--- config.mk ---
export PLATFORM = sky130hd
export DESIGN_NAME = prbs_err_counter_bank
export DESIGN_NICKNAME = d
export VERILOG_FILES = /design/src/rtl/prbs_err_counter_bank.sv
export SDC_FILE = /design/constraint.sdc
export NUM_CORES = 1
export LEC_CHECK = 0
export BUFFER_PORTS_ARGS = -buffer_cell sky130_fd_sc_hd__buf_2
export CORE_UTILIZATION = 55
export CTS_BUF_LIST = sky130_fd_sc_hd__clkbuf_16
export DETAILED_ROUTE_END_ITERATION = 10
export PLACE_DENSITY_LB_ADDON = 0.15
export REMOVE_ABC_BUFFERS = 1
export SETUP_SLACK_MARGIN = 0.02
export SLEW_MARGIN = 10
export SYNTH_ARGS = -nofsm -noshare
export SYNTH_HDL_FRONTEND = slang
export SYNTH_SLANG_ARGS = --single-unit
--- constraint.sdc ---
create_clock -name clk -period 4.27 [get_ports clk]
set_input_delay 0 -clock clk [delete_from_list [all_inputs] [get_ports clk]]
set_output_delay 0 -clock clk [all_outputs]
set_load 0.01 [all_outputs]
--- src/rtl/prbs_err_counter_bank.sv ---
// prbs_err_counter_bank: per-channel saturating/wrapping error counters with sticky overflow, LED level and registered readout
module prbs_err_counter_bank #(
  parameter int NCH = 4,
  parameter int WIDTH = 8,
  parameter int WRAP = 0,
  localparam int SW = (NCH > 1) ? $clog2(NCH) : 1
) (
  input  logic             clk,
  input  logic             rst,
  input  logic             enable,
  input  logic             freeze,
  input  logic [NCH-1:0]   inc,
  input  logic [NCH-1:0]   clr_ch,
  input  logic             clr_all,
  input  logic [SW-1:0]    rd_sel,
  output logic [WIDTH-1:0] rd_data,
  output logic             rd_ovf,
  output logic [NCH-1:0]   cnt_max,
  output logic [NCH-1:0]   ovf_sticky,
  output logic [2*NCH-1:0] led_lvl,
  output logic             any_err
);
  localparam logic [WIDTH-1:0] MAX = '1;
  localparam logic [WIDTH-1:0] HALF = WIDTH'(1) << (WIDTH / 2);
  logic [WIDTH-1:0] cnt [NCH];
  logic [NCH-1:0] nz;
  for (genvar i = 0; i < NCH; i++) begin : g_ch
    // clear beats freeze, freeze beats a gated increment; overflow only on an accepted event at MAX
    always_ff @(posedge clk)
      if (rst || clr_all || clr_ch[i]) begin
        cnt[i] <= '0;
        ovf_sticky[i] <= 1'b0;
      end else if (!freeze && enable && inc[i]) begin
        cnt[i] <= (cnt[i] != MAX) ? cnt[i] + 1'b1 : ((WRAP != 0) ? '0 : MAX);
        ovf_sticky[i] <= ovf_sticky[i] | (cnt[i] == MAX);
      end
    assign cnt_max[i] = cnt[i] == MAX;
    assign nz[i] = cnt[i] != '0;
    assign led_lvl[2*i +: 2] = (cnt_max[i] || ovf_sticky[i]) ? 2'd3 :
                               (cnt[i] >= HALF) ? 2'd2 : nz[i] ? 2'd1 : 2'd0;
  end
  assign any_err = |{ovf_sticky, nz};
  // registered readout; out-of-range selects read as zero
  always_ff @(posedge clk)
    if (rst) begin
      rd_data <= '0;
      rd_ovf <= 1'b0;
    end else begin
      rd_data <= ({1'b0, rd_sel} < (SW+1)'(NCH)) ? cnt[rd_sel] : '0;
      rd_ovf <= ({1'b0, rd_sel} < (SW+1)'(NCH)) ? ovf_sticky[rd_sel] : 1'b0;
    end
endmodule

==> results by group, run 1 <==
Status
  • Status: finished clean

Floorplan
  • I/O pins: 41
  • Die Height: 71.7 um
  • Row count: 24
  • Die area: between 0.005 and 0.006 mm2
  • Starting density of the core: 0.593
  • Die width: just over 70 um
  • Total core area: approximately 0.0045 mm2

Global route
  • Total grt overflow: 0
  • Pin count of the biggest net entering global routing: 14
  • Antenna violations before repair: 0
  • Total GRT Usage: 0.243
  • Vias in the first global route: approximately 1900
  • First-pass GRT wire length: 9.40 mm

Finish
  • Ant diodes: 0
  • Layout cells sized above 1: 0.230
  • Fillcell total: 353
  • Synthesis-to-layout area growth: 12.0%
  • Nets: 313

Power
  • Power Density: 318 mW/mm2
  • Total power: 949 uW
  • VDD IR max: 0.236 mV
  • Leakage power total: ~1.2 nW

Setup path
  • R2R Setup Slk: 2620 ps
  • CP peak stage delay: 490 ps
  • CP arrival: 2090 ps
  • Critical path endpoint category: output pin
  • Worst Path Max Fanout: 7
  • Critical path required time: roughly 4300 ps
  • Worst path cell trace: ha_1, nand4_1, or2_1, inv_1, or3_1, buf_2
  • Critical path startpoint category: register
  • Worst path slowest cell: edfxtp_1
  • Reg-to-Reg Start: cnt[3][0]
  • CP Class: register to output pin
  • Worst Setup SP: cnt[2][0]

Hold path
  • HP Start: clr_ch[2]
  • HP Class: input port to register

Synthesis
  • Synth Flop Type: edfxtp_1
  • Asr flop ratio synth: 0
  • Avg Cell Area, Syn: 10.4 um2
  • Distinct cells, synth: 45
  • EDFF count, synth: 32
  • Register area share after synthesis: 0.458
  • Ys Warns: 0
  • Post-synthesis register bit count: 45
  • Post-Syn Area: about 0.0027 mm2
  • Mapped Cells: 257

STA
  • Slew headroom: 0.511
  • Sum Neg Setup Slack: 0 ps
  • Final hold viol count: 0
  • Worst-case hold slack: approximately 15 ps
  • Final Max Tran Viols: 0
  • Worst slew pin tran: 732 ps
  • Maximum clock rate: 479 MHz
  • Clk_skew: 4.73 ps
  • Final WS setup: around 2200 ps
  • RSZ-0062 raised after global routing: false
  • Final Critical Period: 2090 ps
  • Final period util: 0.489
  • Final setup fails: 0

Routing
  • DRC: 0
  • DRT met1 WL: 2.72 mm
  • Vias per Instance: 6.20
  • Routed wl met2: approximately 2.6 mm
  • Max layer used: met4
  • Total number of vias: around 2100
  • Routed wire per std cell: roughly 17 um
  • Routed wl met3: slightly below 400 um
  • Drt initial violations: approximately 270
  • Antenna-violating nets left: 0
  • DR pass1 iterations: 5
  • DRT Wirelength: 5.80 mm

CTS
  • # resized after CTS: 0
  • CTS Sinks: 45
  • Worst-Skew Late Latency: between 200 and 300 ps
  • Clock Tree Root: clkbuf_16
  • Post-CTS setup buffer count: 0
  • H-tree Lvls: 2
  • Clock Tree Buf Depth: 2
  • Reg clk slew, reported paths: ~60 ps
  • CTS tree: yes
  • TritonCTS Buffers: 5
  • Hold buffer count at cts: 0

Placed design
  • IO buf count: 40
  • Pre-CTS setup slack: 2500 ps
  • GP Congestion: 0.782
  • Hpwl dp: 4.29 mm

Job
  • Number of max-cap violations: 0
-- worst max-delay path: cells and delay by family, from the launching register on --
family / cells / cell delay, ps
fa+ha+maj: 1 / 330
buf+inv: 2 / 230
flops: 1 / 490
simple gates: 3 / 760
-- flip-flops by register name, summed over array words and instances (netlist names) --
name / count
ovf_sticky: 4
rd_data: 8
rd_ovf: 1
cnt: 32
-- stage by stage --
step                cell area [um2]   util  cells
floorplan                      2590      -    243
global placement               2850  0.633    335
detailed placement             2850  0.633    335
CTS                            2990  0.663    343
global route                   2990  0.663    343
finish                         2990  0.663    343
-- layout by cell type, fill, tap and decap left out, drive strengths merged --
cell,count
nor2,6
a21oi,21
or3b,1
xnor2,4
a211oi,2
nand2,17
edfxtp,32
mux4,9
ha,8
o21ai,11
a31oi,10
or3,7
nor4bb,3
nand4,9
nand3,16
and4b,1
and4,3
inv,22
or2,5
clkbuf,5
buf,40
nor4b,4
xor2,4
nor2b,10
nand2b,1
nor4,4
and3,5
nor3b,4
nor3,10
dfxtp,13
or4,3
o21bai,1
-- cell families (layout without fill, tap and decap cells) --
| family | count (synthesis) | count (layout) | synth area share |
|---|---|---|---|
| AND/OR/NAND/NOR | 109 | 109 | 0.252 |
| AO/OA/AOI/OAI | 45 | 45 | 0.0919 |
| adder cells (fa/ha/maj) | 8 | 8 | 0.0375 |
| XOR/XNOR | 8 | 8 | 0.0263 |
| multiplexers | 9 | 9 | 0.0774 |
| buffers and inverters | 33 | 67 | 0.0577 |
| flip-flops | 45 | 45 | 0.458 |
-- where the power goes --
| group | internal (mW) | leakage [nW] | switching, mW |
|---|---|---|---|
| sequential | 0.480 | 0.481 | 0.0226 |
| combinational | 0.0441 | 0.629 | 0.0457 |
| clock | 0.210 | 0.0776 | 0.146 |
| total | 0.734 | 1.19 | 0.215 |
-- final cells by class --
class | count | area, um2 | area share
clock buffer | 5 | 125 | 0.0419
clock inverter | 3 | 11.3 | 0.00377
inverter | 19 | 71.3 | 0.0239
multi-input combinational | 179 | 1290 | 0.433
sequential | 45 | 1220 | 0.409
tap | 52 | 65.1 | 0.0218
timing repair buffer | 40 | 200 | 0.0670
-- final timing paths --
kind / depth (start not counted) / end
max reg2reg: 4 / cnt[3][0]
min reg2reg: 2 / ovf_sticky[3]
max: 6 / led_lvl[4]
min: 4 / ovf_sticky[2]
-- cell usage after synthesis (2+ instances only) --
cell	n	area (um2)
edfxtp_1	32	961
a21oi_1	21	105
inv_1	19	71.3
nand2_1	17	63.8
nand3_1	15	75.1
dfxtp_1	13	260
o21ai_0	11	55.1
a31oi_1	10	62.6
nor2b_1	10	62.6
nand4_1	9	56.3
nor3_1	9	45.0
buf_2	8	40.0
ha_1	8	100
mux4_2	8	180
nor2_1	6	22.5
or3_1	6	37.5
and3_1	5	31.3
nor3b_1	4	30.0
or2_2	4	25.0
xnor2_1	4	35.0
xor2_1	4	35.0
nor4_1	3	18.8
nor4b_1	3	26.3
nor4bb_1	3	30.0
a211oi_1	2	15.0
buf_6	2	22.5
clkbuf_1	2	7.51
or4_4	2	22.5
-- metal layers --
layer,vias up,GRT usage
met4,0,0.0871
met1,1002,0.351
met3,6,0.0422
met2,84,0.371
li1,1033,-
met5,-,0
Power figures use the tool's default switching activity.
==> run 2: changes to the inputs <==
--- a/config.mk
+++ b/config.mk
@@ -5,8 +5,9 @@
 export SDC_FILE = /design/constraint.sdc
 export NUM_CORES = 1
 export LEC_CHECK = 0
+export ABC_AREA = 1
 export BUFFER_PORTS_ARGS = -buffer_cell sky130_fd_sc_hd__buf_2
-export CORE_UTILIZATION = 55
+export CORE_UTILIZATION = 52
 export CTS_BUF_LIST = sky130_fd_sc_hd__clkbuf_16
 export DETAILED_ROUTE_END_ITERATION = 10
 export PLACE_DENSITY_LB_ADDON = 0.15
==> constraint.sdc (replaced) <==
create_clock -name clk -period 1.7 [get_ports clk]
set_input_delay 0 -clock clk [delete_from_list [all_inputs] [get_ports clk]]
set_output_delay 0 -clock clk [all_outputs]
set_load 0.01 [all_outputs]
==> results by group, run 2 <==
CTS
  • Reg clk slew, reported paths: around 60 ps
  • CTS Sinks: 45
  • H-tree Lvls: 2
  • Worst-Skew Late Latency: 280 ps
  • Hold buffer count at cts: 0
  • Clock Tree Root: clkbuf_16
  • CTS tree: yes
  • Clock Tree Buf Depth: 2
  • TritonCTS Buffers: 5

Setup path
  • Worst Path Max Fanout: 5
  • CP peak stage delay: 440 ps
  • Critical path required time: between 1500 and 2000 ps
  • Most used cell, CP: nand2_2
  • Worst path cell trace: ha_2, nand2_2, nor2_4, nand2_2, inv_2, nor2_2, nand2_1, buf_2
  • CP Class: register to output pin
  • Worst path slowest cell: edfxtp_1
  • CP arrival: between 1500 and 2000 ps
  • Critical path endpoint category: output pin
  • Critical path startpoint category: register
  • Largest delay contributor family on the critical path: flip-flops
  • WP buf/inv: 2

Synthesis
  • Share of the synthesized area in the top cell type: 0.329
  • Distinct cells, synth: 30
  • Post-Syn Area: between 0.002 and 0.003 mm2
  • Synth top area cells: edfxtp_1 (33%), nand2_1 (10%), dfxtp_1 (8.9%)
  • Post-synthesis register bit count: 45
  • EDFF count, synth: 32
  • Mapped Cells: between 300 and 400
  • Most frequent cells after synthesis: nand2_1 (80), inv_1 (51), a21oi_1 (41)
  • Cell with the most instances after synthesis: nand2_1
  • Register area share after synthesis: 0.419
  • Avg Cell Area, Syn: 7.72 um2
  • Cell taking the most area after synthesis: edfxtp_1
  • Ys Warns: 0
  • Asr flop ratio synth: 0
  • Synth Flop Type: edfxtp_1

Routing
  • DRC: 0
  • Total number of vias: 2589
  • Routed wire per std cell: 13.3 um
  • Vias per Instance: 5.27
  • Antenna-violating nets left: 0
  • DR pass1 iterations: 5
  • Drt initial violations: 175
  • DRT Wirelength: 6.51 mm

Floorplan
  • Die area: 0.00591 mm2
  • I/O pins: 41
  • Starting density of the core: 0.557
  • Row count: 26
  • Die width: 76.9 um
  • Die Height: 76.9 um
  • Total core area: approximately 0.0052 mm2

Finish
  • Multi-input logic area: 0.00146 mm2
  • Fillcell total: 470
  • Post-layout util: 0.636
  • Ant diodes: 0
  • Final non-filler cell total: 491
  • Synthesis-to-layout area growth: 14.3%
  • Commonest non-fill, non-tap cell in the layout: nand2_1
  • Commonest cells after routing, fill and taps aside: nand2_1 (79), inv_1 (48), a21oi_1 (41)
  • Flip-flop and latch area: between 0.001 and 0.0015 mm2
  • Most flops, register: cnt
  • Largest regs: cnt: 32 flops, rd_data: 8 flops, ovf_sticky: 4 flops
  • Max reg flops: 32
  • Layout cells sized above 1: 0.214
  • Nets: 443

STA
  • Worst slew pin tran: 442 ps
  • Maximum clock rate: 626 MHz
  • Final Critical Period: 1600 ps
  • Final setup fails: 0
  • Sum Neg Setup Slack: 0 ps
  • Final Max Tran Viols: 0
  • Clk_skew: 4.07 ps
  • Final hold viol count: 0
  • Final period util: 0.940
  • Slew headroom: 0.705
  • Final WS setup: 102 ps
  • RSZ-0062 raised after global routing: true

Power
  • VDD IR max: 0.463 mV
  • Leakage power total: roughly 1.6 nW
  • Power Density: 742 mW/mm2

Global route
  • Pin count of the biggest net entering global routing: 20
  • Total GRT Usage: 0.225
  • Antenna violations before repair: 0
  • Total grt overflow: 0
  • Vias in the first global route: 2209
  • First-pass GRT wire length: 10.5 mm

Placed design
  • Pre-CTS setup slack: 196 ps
  • IO buf count: 40
  • Dpl cells: 482
  • GP Congestion: 0.849
  • Hpwl dp: 5.01 mm

Status
  • Status: finished clean

Job
  • Number of max-cap violations: 0

Hold path
  • HP Class: input port to register
## run 2: cell type report
cell class	count	area share
sequential	45	0.366
clock inverter	3	0.00375
multi-input combinational	269	0.438
timing repair buffer	41	0.0623
inverter	58	0.0653
clock buffer	5	0.0375
tap	70	0.0263
## run 2: path summary, 6_finish.rpt
check	slack, ps	start	to	depth (start not counted)
max reg2reg	180	cnt[2][0]	cnt[2][1]	7
max	100	cnt[0][0]	led_lvl[1]	8
min reg2reg	570	ovf_sticky[0]	ovf_sticky[0]	2
min	50	clr_ch[2]	ovf_sticky[2]	4
## run 2: repair_timing
action,4_1_cts,5_1_grt
gates resized for setup,1,11
setup endpoints to repair,1,5
setup buffers,0,1
pin swaps,0,1
## run 2: tightest hold or removal path, cell delays in order
cell and delay [ps]:
buf_2 80, inv_1 60, nand2_4 80, o21ai_0 70
## run 2: stage by stage
stage	area [um2]	total power [mW]	hold slack, ps
floorplan	2870	1.44	69.1
global placement	3160	1.55	339
detailed placement	3160	1.56	350
CTS	3300	2.48	51.0
global route	3330	2.56	63.2
finish	3330	2.47	48.9
## run 2: logic make-up after synthesis
| group | synth area share |
|---|---|
| buffers and inverters | 0.0914 |
| and+or+nand+nor | 0.299 |
| DFF | 0.419 |
| AOI/OAI and AO/OA | 0.142 |
| adders and majority gates | 0.0343 |
| xor gates and xnor gates | 0.0150 |
## run 2: layer usage
layer	vias to the layer above	routed length (um)	track usage
met5	-	0	0
met4	0	81	0.0635
met3	7	451	0.0369
met2	88	2820	0.333
met1	1161	3160	0.336
li1	1333	-	-
## run 2: power by group
| group | switching [mW] | total [mW] | internal, mW |
|---|---|---|---|
| Sequential | 0.0415 | 1.25 | 1.21 |
| Combinational | 0.186 | 0.290 | 0.105 |
| Clock | 0.398 | 0.930 | 0.532 |
| Total | 0.625 | 2.47 | 1.85 |
